## src/rtl/strobe_generator.sv

```systemverilog
// Periodic one-clock strobe every PERIOD_US microseconds while Enable_i is high.
// Optional simulation-only checks are compiled in with STROBE_GENERATOR_CHECK_EN.
module strobe_generator #(
  parameter int unsigned CLOCK_HZ  = 10_000_000,
  parameter int unsigned PERIOD_US = 1000
) (
  input  logic Clock,
  input  logic Reset,
  input  logic Enable_i,
  output logic Strobe_o
);

  // The clock x period product overflows 32 bits for common settings, so widen first.
  localparam longint unsigned DIVIDER =
    (longint'(CLOCK_HZ) * longint'(PERIOD_US)) / 64'd1_000_000;
  localparam int CNT_W = (DIVIDER > 1) ? $clog2(DIVIDER) : 1;
  localparam logic [CNT_W-1:0] TERMINAL = CNT_W'(DIVIDER - 64'd1);

  generate
    if (DIVIDER < 1) begin : g_bad_divider
      $error("strobe_generator: DIVIDER must be at least 1");
    end
  endgenerate

  logic [CNT_W-1:0] cnt_q, cnt_d;
  logic             strobe_q, strobe_d;

  // Disabling clears the count so re-enable always restarts a full period.
  always_comb begin
    cnt_d    = '0;
    strobe_d = 1'b0;
    if (Enable_i) begin
      if (cnt_q == TERMINAL) begin
        strobe_d = 1'b1;
      end else begin
        cnt_d = cnt_q + CNT_W'(1);
      end
    end
  end

  always_ff @(posedge Clock or negedge Reset) begin
    if (!Reset) begin
      cnt_q    <= '0;
      strobe_q <= 1'b0;
    end else begin
      cnt_q    <= cnt_d;
      strobe_q <= strobe_d;
    end
  end

  assign Strobe_o = strobe_q;

`ifdef STROBE_GENERATOR_CHECK_EN
  longint unsigned gap_q;
  logic            seen_q;
  logic            en_low_q;

  initial begin
    $display("strobe_generator: CLOCK_HZ=%0d PERIOD_US=%0d DIVIDER=%0d",
             CLOCK_HZ, PERIOD_US, DIVIDER);
    if (((longint'(CLOCK_HZ) * longint'(PERIOD_US)) % 64'd1_000_000) != 0)
      $warning("strobe_generator: period truncated to %0d clocks", DIVIDER);
  end

  // Spacing is measured only across an unbroken run of enabled edges.
  always @(posedge Clock or negedge Reset) begin
    if (!Reset) begin
      gap_q    <= 0;
      seen_q   <= 1'b0;
      en_low_q <= 1'b0;
    end else begin
      en_low_q <= !Enable_i;
      if (en_low_q && Strobe_o)
        $error("strobe_generator: strobe after Enable_i sampled low");
      if (!Enable_i) begin
        seen_q <= 1'b0;
        gap_q  <= 0;
      end else if (Strobe_o) begin
        if (seen_q && gap_q != DIVIDER)
          $error("strobe_generator: strobe spacing %0d, expected %0d", gap_q, DIVIDER);
        seen_q <= 1'b1;
        gap_q  <= 1;
      end else begin
        gap_q <= gap_q + 1;
      end
    end
  end
`endif

endmodule

```

## config.mk

```make
export PLATFORM = sky130hd
export DESIGN_NAME = strobe_generator
export DESIGN_NICKNAME = d
export VERILOG_FILES = /design/src/rtl/strobe_generator.sv
export SDC_FILE = /design/constraint.sdc
export NUM_CORES = 1
export LEC_CHECK = 0
export ABC_AREA = 0
export ABC_CLOCK_PERIOD_IN_PS = 3200
export CAP_MARGIN = 10
export CORE_MARGIN = 5
export CORE_UTILIZATION = 50
export CTS_BUF_LIST = sky130_fd_sc_hd__clkbuf_4 sky130_fd_sc_hd__clkbuf_8
export DETAILED_ROUTE_END_ITERATION = 6
export PLACE_DENSITY = 0.8
export SKIP_LAST_GASP = 1
export SLEW_MARGIN = 40
export SYNTH_ARGS = -nofsm -noshare
export SYNTH_HDL_FRONTEND = slang
export SYNTH_SLANG_ARGS = --single-unit
```

## constraint.sdc

```tcl
create_clock -name Clock -period 3.2 [get_ports Clock]
set_input_delay 0.64 -clock Clock [delete_from_list [all_inputs] [get_ports Clock]]
set_output_delay 0.64 -clock Clock [all_outputs]
set_load 0.1 [all_outputs]
```

Word-level counts from Yosys, hierarchy flattened. Index checks and enable logic that the tools add are counted.

Bits in registers: 15.

Add/sub/neg operators: 1. Eq/ne operators: 1. Multiplexer cells: 4.

Operators by type and width (count): 2-to-1 mux 14 bit (2); adder 14 x 1 -> 14 bit, second input constant (1); == test 14 bit, second input constant (1); 2-to-1 mux 1 bit (2).

Logic depth before layout (Yosys ltp). Gate-level depths: netlist of run 1.

Depth after elaboration: 3. Depth in mapped cells: 6. Gate-level depth less buffers: 5.

Worst setup path before layout of run 1. Ideal clock, no wire load.

Kind: reg2out. Start point: register strobe_q, in the netlist Strobe_o. End point: output port Strobe_o. Arrival: 883 ps. Data required time: 2560 ps. Slack: 1677 ps. Cell stages (with the launch flop): 1. Path buffers: 0. Cells stage by stage: dfrtp_1.

RTL lines: from (decl) (RTL line 26) `logic strobe_q, strobe_d;`; from (signal assigned) (RTL line 47) `strobe_q <= strobe_d;`; to (decl) (RTL line 10) `output logic Strobe_o`.

No word-level cell between the ends.

Worst setup path in the final report of run 1.
Start point: register cnt_q[0]. End point: register cnt_q[5].

Cells in the longest elaborated chain, start to end: 3. Elaborated cells between the ends (all ways): 4.

Ends and longest elaborated chain: from (decl) (RTL line 25) `logic [CNT_W-1:0] cnt_q, cnt_d;`; from (signal assigned) (RTL line 46) `cnt_q <= cnt_d;`; adder 14 x 1 -> 14 bit or == test 14 bit (tied branches) (RTL line 36, 33); 2-to-1 mux 14 bit (*) (RTL line 33) `if (cnt_q == TERMINAL) begin`; 2-to-1 mux 14 bit (*) (RTL line 32) `if (Enable_i) begin`; named net cnt_d[5] (RTL line 25).

The timed path passes the listed nets; every way through them passes the cells marked *.

==> results of run 1 <==
worst max-delay path by stage:
stage                             startpoint                 end  slack (ps)  cells after the start
final                     cnt_q[0]$_DFF_PN0_  cnt_q[5]$_DFF_PN0_        1540                      5
after global routing      cnt_q[0]$_DFF_PN0_  cnt_q[5]$_DFF_PN0_        1430                      5
after CTS                 cnt_q[0]$_DFF_PN0_  cnt_q[5]$_DFF_PN0_        1530                      5
after detailed placement            Enable_i  cnt_q[5]$_DFF_PN0_        1540                      3
after global placement              Enable_i  cnt_q[8]$_DFF_PN0_        1580                      3
after floorplan           Strobe_o$_DFF_PN0_            Strobe_o        1680                      0
power by group through the flow:
stage	sequential, mW	combinational (mW)	clock (mW)
2_1_floorplan	0.200	0.00744	0
3_3_place_gp	0.201	0.0141	0
3_5_place_dp	0.202	0.0148	0
4_1_cts	0.198	0.0150	0.115
5_1_grt	0.199	0.0167	0.128
6_report	0.198	0.0144	0.111
layout make-up:
cell class / count / area [sq um] / share of cell area
tap: 16 / 20.02 / 0.02465
clock buffer: 3 / 22.52 / 0.02773
timing repair buffer: 3 / 27.53 / 0.03390
clock inverter: 1 / 5.005 / 0.006163
multi-input combinational: 52 / 350.3 / 0.4314
sequential: 15 / 375.4 / 0.4622
inverter: 3 / 11.26 / 0.01387
cells by family (layout without fill, tap and decap cells):
logic type / after synthesis / after routing
buffers and inverters: 4 / 10
adder cells (fa/ha/maj): 2 / 2
XOR/XNOR: 12 / 12
AND/OR/NAND/NOR: 38 / 38
flip-flops: 15 / 15
metal layers:
| metal | up-vias | part of all wire | global-route usage |
|---|---|---|---|
| li1 | 250 | - | - |
| met1 | 241 | 0.45 | 0.1384 |
| met2 | 5 | 0.48 | 0.1870 |
| met3 | 4 | 0.032 | 0.04908 |
| met4 | 0 | 0.040 | 0.1300 |
| met5 | - | 0 | 0 |
flip-flops by register name (all words and copies together) (netlist names):
name / cells
cnt_q: 14
Strobe_o: 1
critical path, stage by stage, from the launching register on:
cell,delay (ps)
dfrtp_1,470
ha_1,230
and3_2,220
nand4b_1,160
nand2_1,360
nor2_1,100
placed cells by master, fill, tap and decap left out, types with 2 or more instances in the layout:
cell,n
nand2_1,2
nor2_1,15
xor2_1,2
clkdlybuf4s50_1,2
dfrtp_1,15
nor3_1,5
xnor2_1,10
clkbuf_4,3
and3_2,2
ha_1,2
and3_1,2
nand3_1,5
nand4_1,2
inv_1,3
==> flow_metrics.env, run 1 <==
export IMPL_outcome="completed"
export IMPL_utilization=0.5585
export IMPL_synthAdderAreaFrac=0.03361
export IMPL_vias_per_cell=5.376
export IMPL_hp_start="cnt_q[13]$_DFF_PN0_"
export IMPL_place_congestion=0.7294
export IMPL_cts_tree="built"
export IMPL_finalCritPeriodShare=0.5180
export IMPL_ios=4
export IMPL_worstPathArrival_ps=1830
export IMPL_p_total_mw=0.3232
export IMPL_yosysTopAreaCell="dfrtp_1"
export IMPL_layout_min_cycle_time_ps=1658
export IMPL_fp_dieW_um=48.59
export IMPL_async_flop_share=1.000
export IMPL_synthTopCellsByCount="dfrtp_1, nor2_1, xnor2_1"
export IMPL_hp_class="reg -> reg"
export IMPL_clock_latency_ps=290
export IMPL_synth_xor_area_frac=0.1412
export IMPL_regToRegSetupSlack_ps=1540
export IMPL_ir_drop_mv=0.3133
export IMPL_synth_compound_area_frac=0
export IMPL_io_buffers=3
export IMPL_place_inst=89
export IMPL_layout_drive_gt1_share=0.1299
export IMPL_combPwrFrac=0.045
export IMPL_dieArea_sq_mm=0.002361
export IMPL_crit_fanout=12
export IMPL_critPathRequiredTime_ps=3370
export IMPL_firstDrtPassIters=4
export IMPL_synth_seq_cells=15
export IMPL_synth_area_mux_share=0
export IMPL_reg2reg_to="cnt_q[5]$_DFF_PN0_"
export IMPL_power_density_mw_per_mm2=398.0
export IMPL_fin_area_sq_um=812.0
export IMPL_core_sq_mm=0.001454
export IMPL_wl_per_cell_um=13.62
export IMPL_clock_root_buffer="clkbuf_4"
export IMPL_syn_area_sq_um=744.5
export IMPL_p_clk_frac=0.343
export IMPL_yosysWarnings=0
export IMPL_fp_dieH_um=48.59
export IMPL_syn_area_per_cell_sq_um=10.49
export IMPL_startpoint_type="flip-flop"
export IMPL_reg2reg_depth=5
export IMPL_start_util=0.5120
export IMPL_grt_max_degree=16
export IMPL_seq_power_share=0.613
export IMPL_diodes=0
export IMPL_internal_power_mw=0.2445
export IMPL_whs_ps=548.8
export IMPL_grt_pass1_vias=524
export IMPL_clockBufferDepth=2
export IMPL_layout_nets=83
export IMPL_drc_errors=0
export IMPL_power_switching_mw=0.07866
export IMPL_hold_violations=0
export IMPL_dpl_cell_area_sq_um=784.5
export IMPL_p_leak_nw=0.3690
export IMPL_rsz0062_at_grt="false"
export IMPL_ant_nets=0
export IMPL_skew_ps=1.078
export IMPL_holdBufCountCts=0
export IMPL_syn_inst=71
export IMPL_fin_setup_tns_ps=0
export IMPL_dp_hpwl_um=902.8
export IMPL_antenna_found_initial=0
export IMPL_drv_slew=0
export IMPL_finalWorstSetupSlack_ps=1543
export IMPL_synthSimpleGateAreaFrac=0.2958
export IMPL_endpoint_kind="flip-flop"
export IMPL_r2r_start="cnt_q[0]$_DFF_PN0_"
export IMPL_path_clk_slew_ps=90
export IMPL_rows=14
export IMPL_cts_sinks=15
export IMPL_drtIter0Drc=13
export IMPL_grt_pass1_wl_um=2242
export IMPL_synthesis_nets=76
export IMPL_fin_cells=93
export IMPL_wl_um=1267
export IMPL_fmaxAchievable_mhz=603.3
export IMPL_netlist_cell_type_count=18
export IMPL_grt_total_usage=0.1292
export IMPL_synth_top_area_share=0.5042
export IMPL_synth_edf_count=0
export IMPL_fillCellCount=140
export IMPL_grt_overflow=0
export IMPL_synthToLayoutAreaGrowth_pct=9.076
export IMPL_p_sw_frac=0.2434
export IMPL_min_path_cells=2
export IMPL_pre_cts_slack_ps=1540
export IMPL_ctsResizeCount=0
export IMPL_worst_pin_slew_ps=659.3
export IMPL_drv_cap=0
export IMPL_synthTopCellsByArea="dfrtp_1, xnor2_1, nor2_1, ha_1, nand3_1"
export IMPL_via_count=500
export IMPL_slew_headroom=0.5591
export IMPL_yosysSeqAreaShare=0.5042
export IMPL_finalSetupViolCount=0
export IMPL_cts_setup_buffers=0
export IMPL_worst_setup_path_type="reg -> reg"
export IMPL_synthFlopType="dfrtp_1"
export IMPL_htree_num_levels=1
export IMPL_synth_top_family_by_area="simple AND/OR/NAND/NOR gates"
export IMPL_min_to="cnt_q[13]$_DFF_PN0_"
export IMPL_cts_buffers=3
No activity file was read; power rests on OpenSTA's default activity.
==> run 2: changes to the inputs <==
--- a/config.mk
+++ b/config.mk
@@ -6,7 +6,7 @@
 export NUM_CORES = 1
 export LEC_CHECK = 0
 export ABC_AREA = 0
-export ABC_CLOCK_PERIOD_IN_PS = 3200
+export ABC_CLOCK_PERIOD_IN_PS = 1700
 export CAP_MARGIN = 10
 export CORE_MARGIN = 5
 export CORE_UTILIZATION = 50
==> constraint.sdc (replaced) <==
create_clock -name Clock -period 1.7 [get_ports Clock]
set_input_delay 0.34 -clock Clock [delete_from_list [all_inputs] [get_ports Clock]]
set_output_delay 0.34 -clock Clock [all_outputs]
set_load 0.1 [all_outputs]
==> run 2 against run 1 <==
Net effect:
- fmax grew 8.5%
- cell area rose by 4.0%
- via count increased by 4.2%
- clock power increased by 95%
- die area unchanged
- utilization up 2.2 points
- hold slack worse by 190 ps
- critical path depth unchanged
- critical endpoint is now cnt_q[4]$_DFF_PN0_
- highest routed layer unchanged
==> flow_metrics.env, run 2 (synthesis gave the netlist of run 1 again) <==
export IMPL_dp_hpwl_um=918.6
export IMPL_crit_chain="ha_1 > and3_2 > nand4b_1 > nand2_2 > nor2_1"
export IMPL_regToRegSetupSlack_ps=170
export IMPL_via_count=521
export IMPL_fin_setup_tns_ps=0
export IMPL_grt_pass1_wl_um=2270
export IMPL_firstDrtPassIters=4
export IMPL_core_sq_mm=0.001454
export IMPL_fmaxAchievable_mhz=654.5
export IMPL_finalSetupViolCount=0
export IMPL_power_density_mw_per_mm2=736.0
export IMPL_slew_headroom=0.8244
export IMPL_place_congestion=0.8321
export IMPL_fp_dieH_um=48.59
export IMPL_endpoint_kind="flip-flop"
export IMPL_finalCritPeriodShare=0.8987
export IMPL_clockBufferDepth=2
export IMPL_drv_cap=0
export IMPL_outcome="completed"
export IMPL_wl_per_cell_um=13.18
export IMPL_cpPeakStageDelay_ps=460
export IMPL_cts_setup_buffers=0
export IMPL_finalWorstSetupSlack_ps=172.2
export IMPL_cts_tree="built"
export IMPL_ctsResizeCount=0
export IMPL_cts_sinks=15
export IMPL_clock_latency_ps=280
export IMPL_wl_um=1252
export IMPL_rsz0062_at_grt="false"
export IMPL_layout_nets=85
export IMPL_layout_drive_gt1_share=0.1646
export IMPL_drc_errors=0
export IMPL_clock_root_buffer="clkbuf_4"
export IMPL_fin_cells=95
export IMPL_worstPathArrival_ps=1690
export IMPL_diodes=0
export IMPL_layout_min_cycle_time_ps=1528
export IMPL_regMostFlops="cnt_q"
export IMPL_vias_per_cell=5.484
export IMPL_layout_common_cells="dfrtp_1, nor2_1, xnor2_1, nand3_1, nor3_1"
export IMPL_grt_max_degree=16
export IMPL_reg2reg_to="cnt_q[4]$_DFF_PN0_"
export IMPL_antenna_found_initial=0
export IMPL_grt_pass1_vias=518
export IMPL_grt_total_usage=0.1183
export IMPL_startpoint_type="flip-flop"
export IMPL_hp_class="in -> async"
export IMPL_htree_num_levels=1
export IMPL_worst_pin_slew_ps=259.7
export IMPL_largest_reg_flops=14
export IMPL_fp_dieW_um=48.59
export IMPL_ios=4
export IMPL_crit_fanout=12
export IMPL_ant_nets=0
export IMPL_synthToLayoutAreaGrowth_pct=13.45
export IMPL_ir_drop_mv=0.4904
export IMPL_r2r_start="cnt_q[1]$_DFF_PN0_"
export IMPL_start_util=0.5120
export IMPL_path_clk_slew_ps=90
export IMPL_p_leak_nw=0.3821
export IMPL_cp_slowest_cell="dfrtp_1"
export IMPL_worst_setup_path_type="reg -> reg"
export IMPL_grt_overflow=0
export IMPL_skew_ps=5.075
export IMPL_rows=14
export IMPL_pre_cts_slack_ps=108.3
export IMPL_drv_slew=0
export IMPL_io_buffers=3
export IMPL_reg2reg_depth=5
export IMPL_holdBufCountCts=0
export IMPL_place_inst=91
export IMPL_cts_buffers=3
export IMPL_drtIter0Drc=6
export IMPL_hold_violations=0
export IMPL_dieArea_sq_mm=0.002361
export IMPL_critPathRequiredTime_ps=1860
run 2: cell count changes in the layout (fill, tap and decap cells not counted):
cell | before | now
nand2_2 | 0 | 1
clkbuf_4 | 3 | 4
buf_4 | 1 | 2
buf_12 | 0 | 1
nand2_1 | 2 | 1
clkinv_2 | 1 | 0
run 2: final cells by class:
| cell class | count | area [sq um] |
|---|---|---|
| fillers | 127 | 609.3 |
| flip-flops and latches | 15 | 375.4 |
| multi-input cells | 52 | 352.8 |
| repair buffers | 5 | 55.05 |
| clock buffers | 4 | 30.03 |
| well taps | 16 | 20.02 |
| inverters | 3 | 11.26 |
run 2: per-stage QoR:
stage	hold WS, ps	total power [mW]	utilization	area (sq um)
floorplan	44.41	0.3912	-	744.5
global placement	538.2	0.4114	0.5585	812.0
detailed placement	560.8	0.4108	0.5585	812.0
CTS	369.5	0.6257	0.5792	842.1
global route	375.3	0.6475	0.5809	844.6
finish	359.8	0.6216	0.5809	844.6
run 2: how the worst max path moves through the flow:
stage | startpoint | end | slack (ps) | cells after the start
global placement | cnt_q[1]$_DFF_PN0_ | cnt_q[10]$_DFF_PN0_ | 160 | 5
CTS | cnt_q[1]$_DFF_PN0_ | cnt_q[4]$_DFF_PN0_ | 70 | 5
floorplan | cnt_q[0]$_DFF_PN0_ | cnt_q[10]$_DFF_PN0_ | 300 | 6
global route | cnt_q[1]$_DFF_PN0_ | cnt_q[4]$_DFF_PN0_ | 70 | 5
detailed placement | cnt_q[1]$_DFF_PN0_ | cnt_q[4]$_DFF_PN0_ | 110 | 5
finish | cnt_q[1]$_DFF_PN0_ | cnt_q[4]$_DFF_PN0_ | 170 | 5
run 2: where the power goes:
part / leakage (nW) / switching (mW) / total (mW) / internal (mW)
logic: 0.157 / 0.0198 / 0.0338 / 0.0140
registers: 0.207 / 0.00861 / 0.371 / 0.362
clock network: 0.0184 / 0.110 / 0.217 / 0.107
total: 0.382 / 0.138 / 0.622 / 0.483
run 2: critical path, delay by kind of cell (launching register included):
| kind | cells | cell delay (ps) |
|---|---|---|
| flip-flops | 1 | 460 |
| AND/OR/NAND/NOR | 4 | 730 |
| adder cells (fa/ha/maj) | 1 | 220 |
run 2: metal layers:
layer,vias to the layer above,GRT usage,part of all wire
met3,3,0.03067,0.050
met5,-,0,0
met2,14,0.1935,0.48
li1,255,-,-
met1,249,0.1501,0.45
met4,0,0.04036,0.015
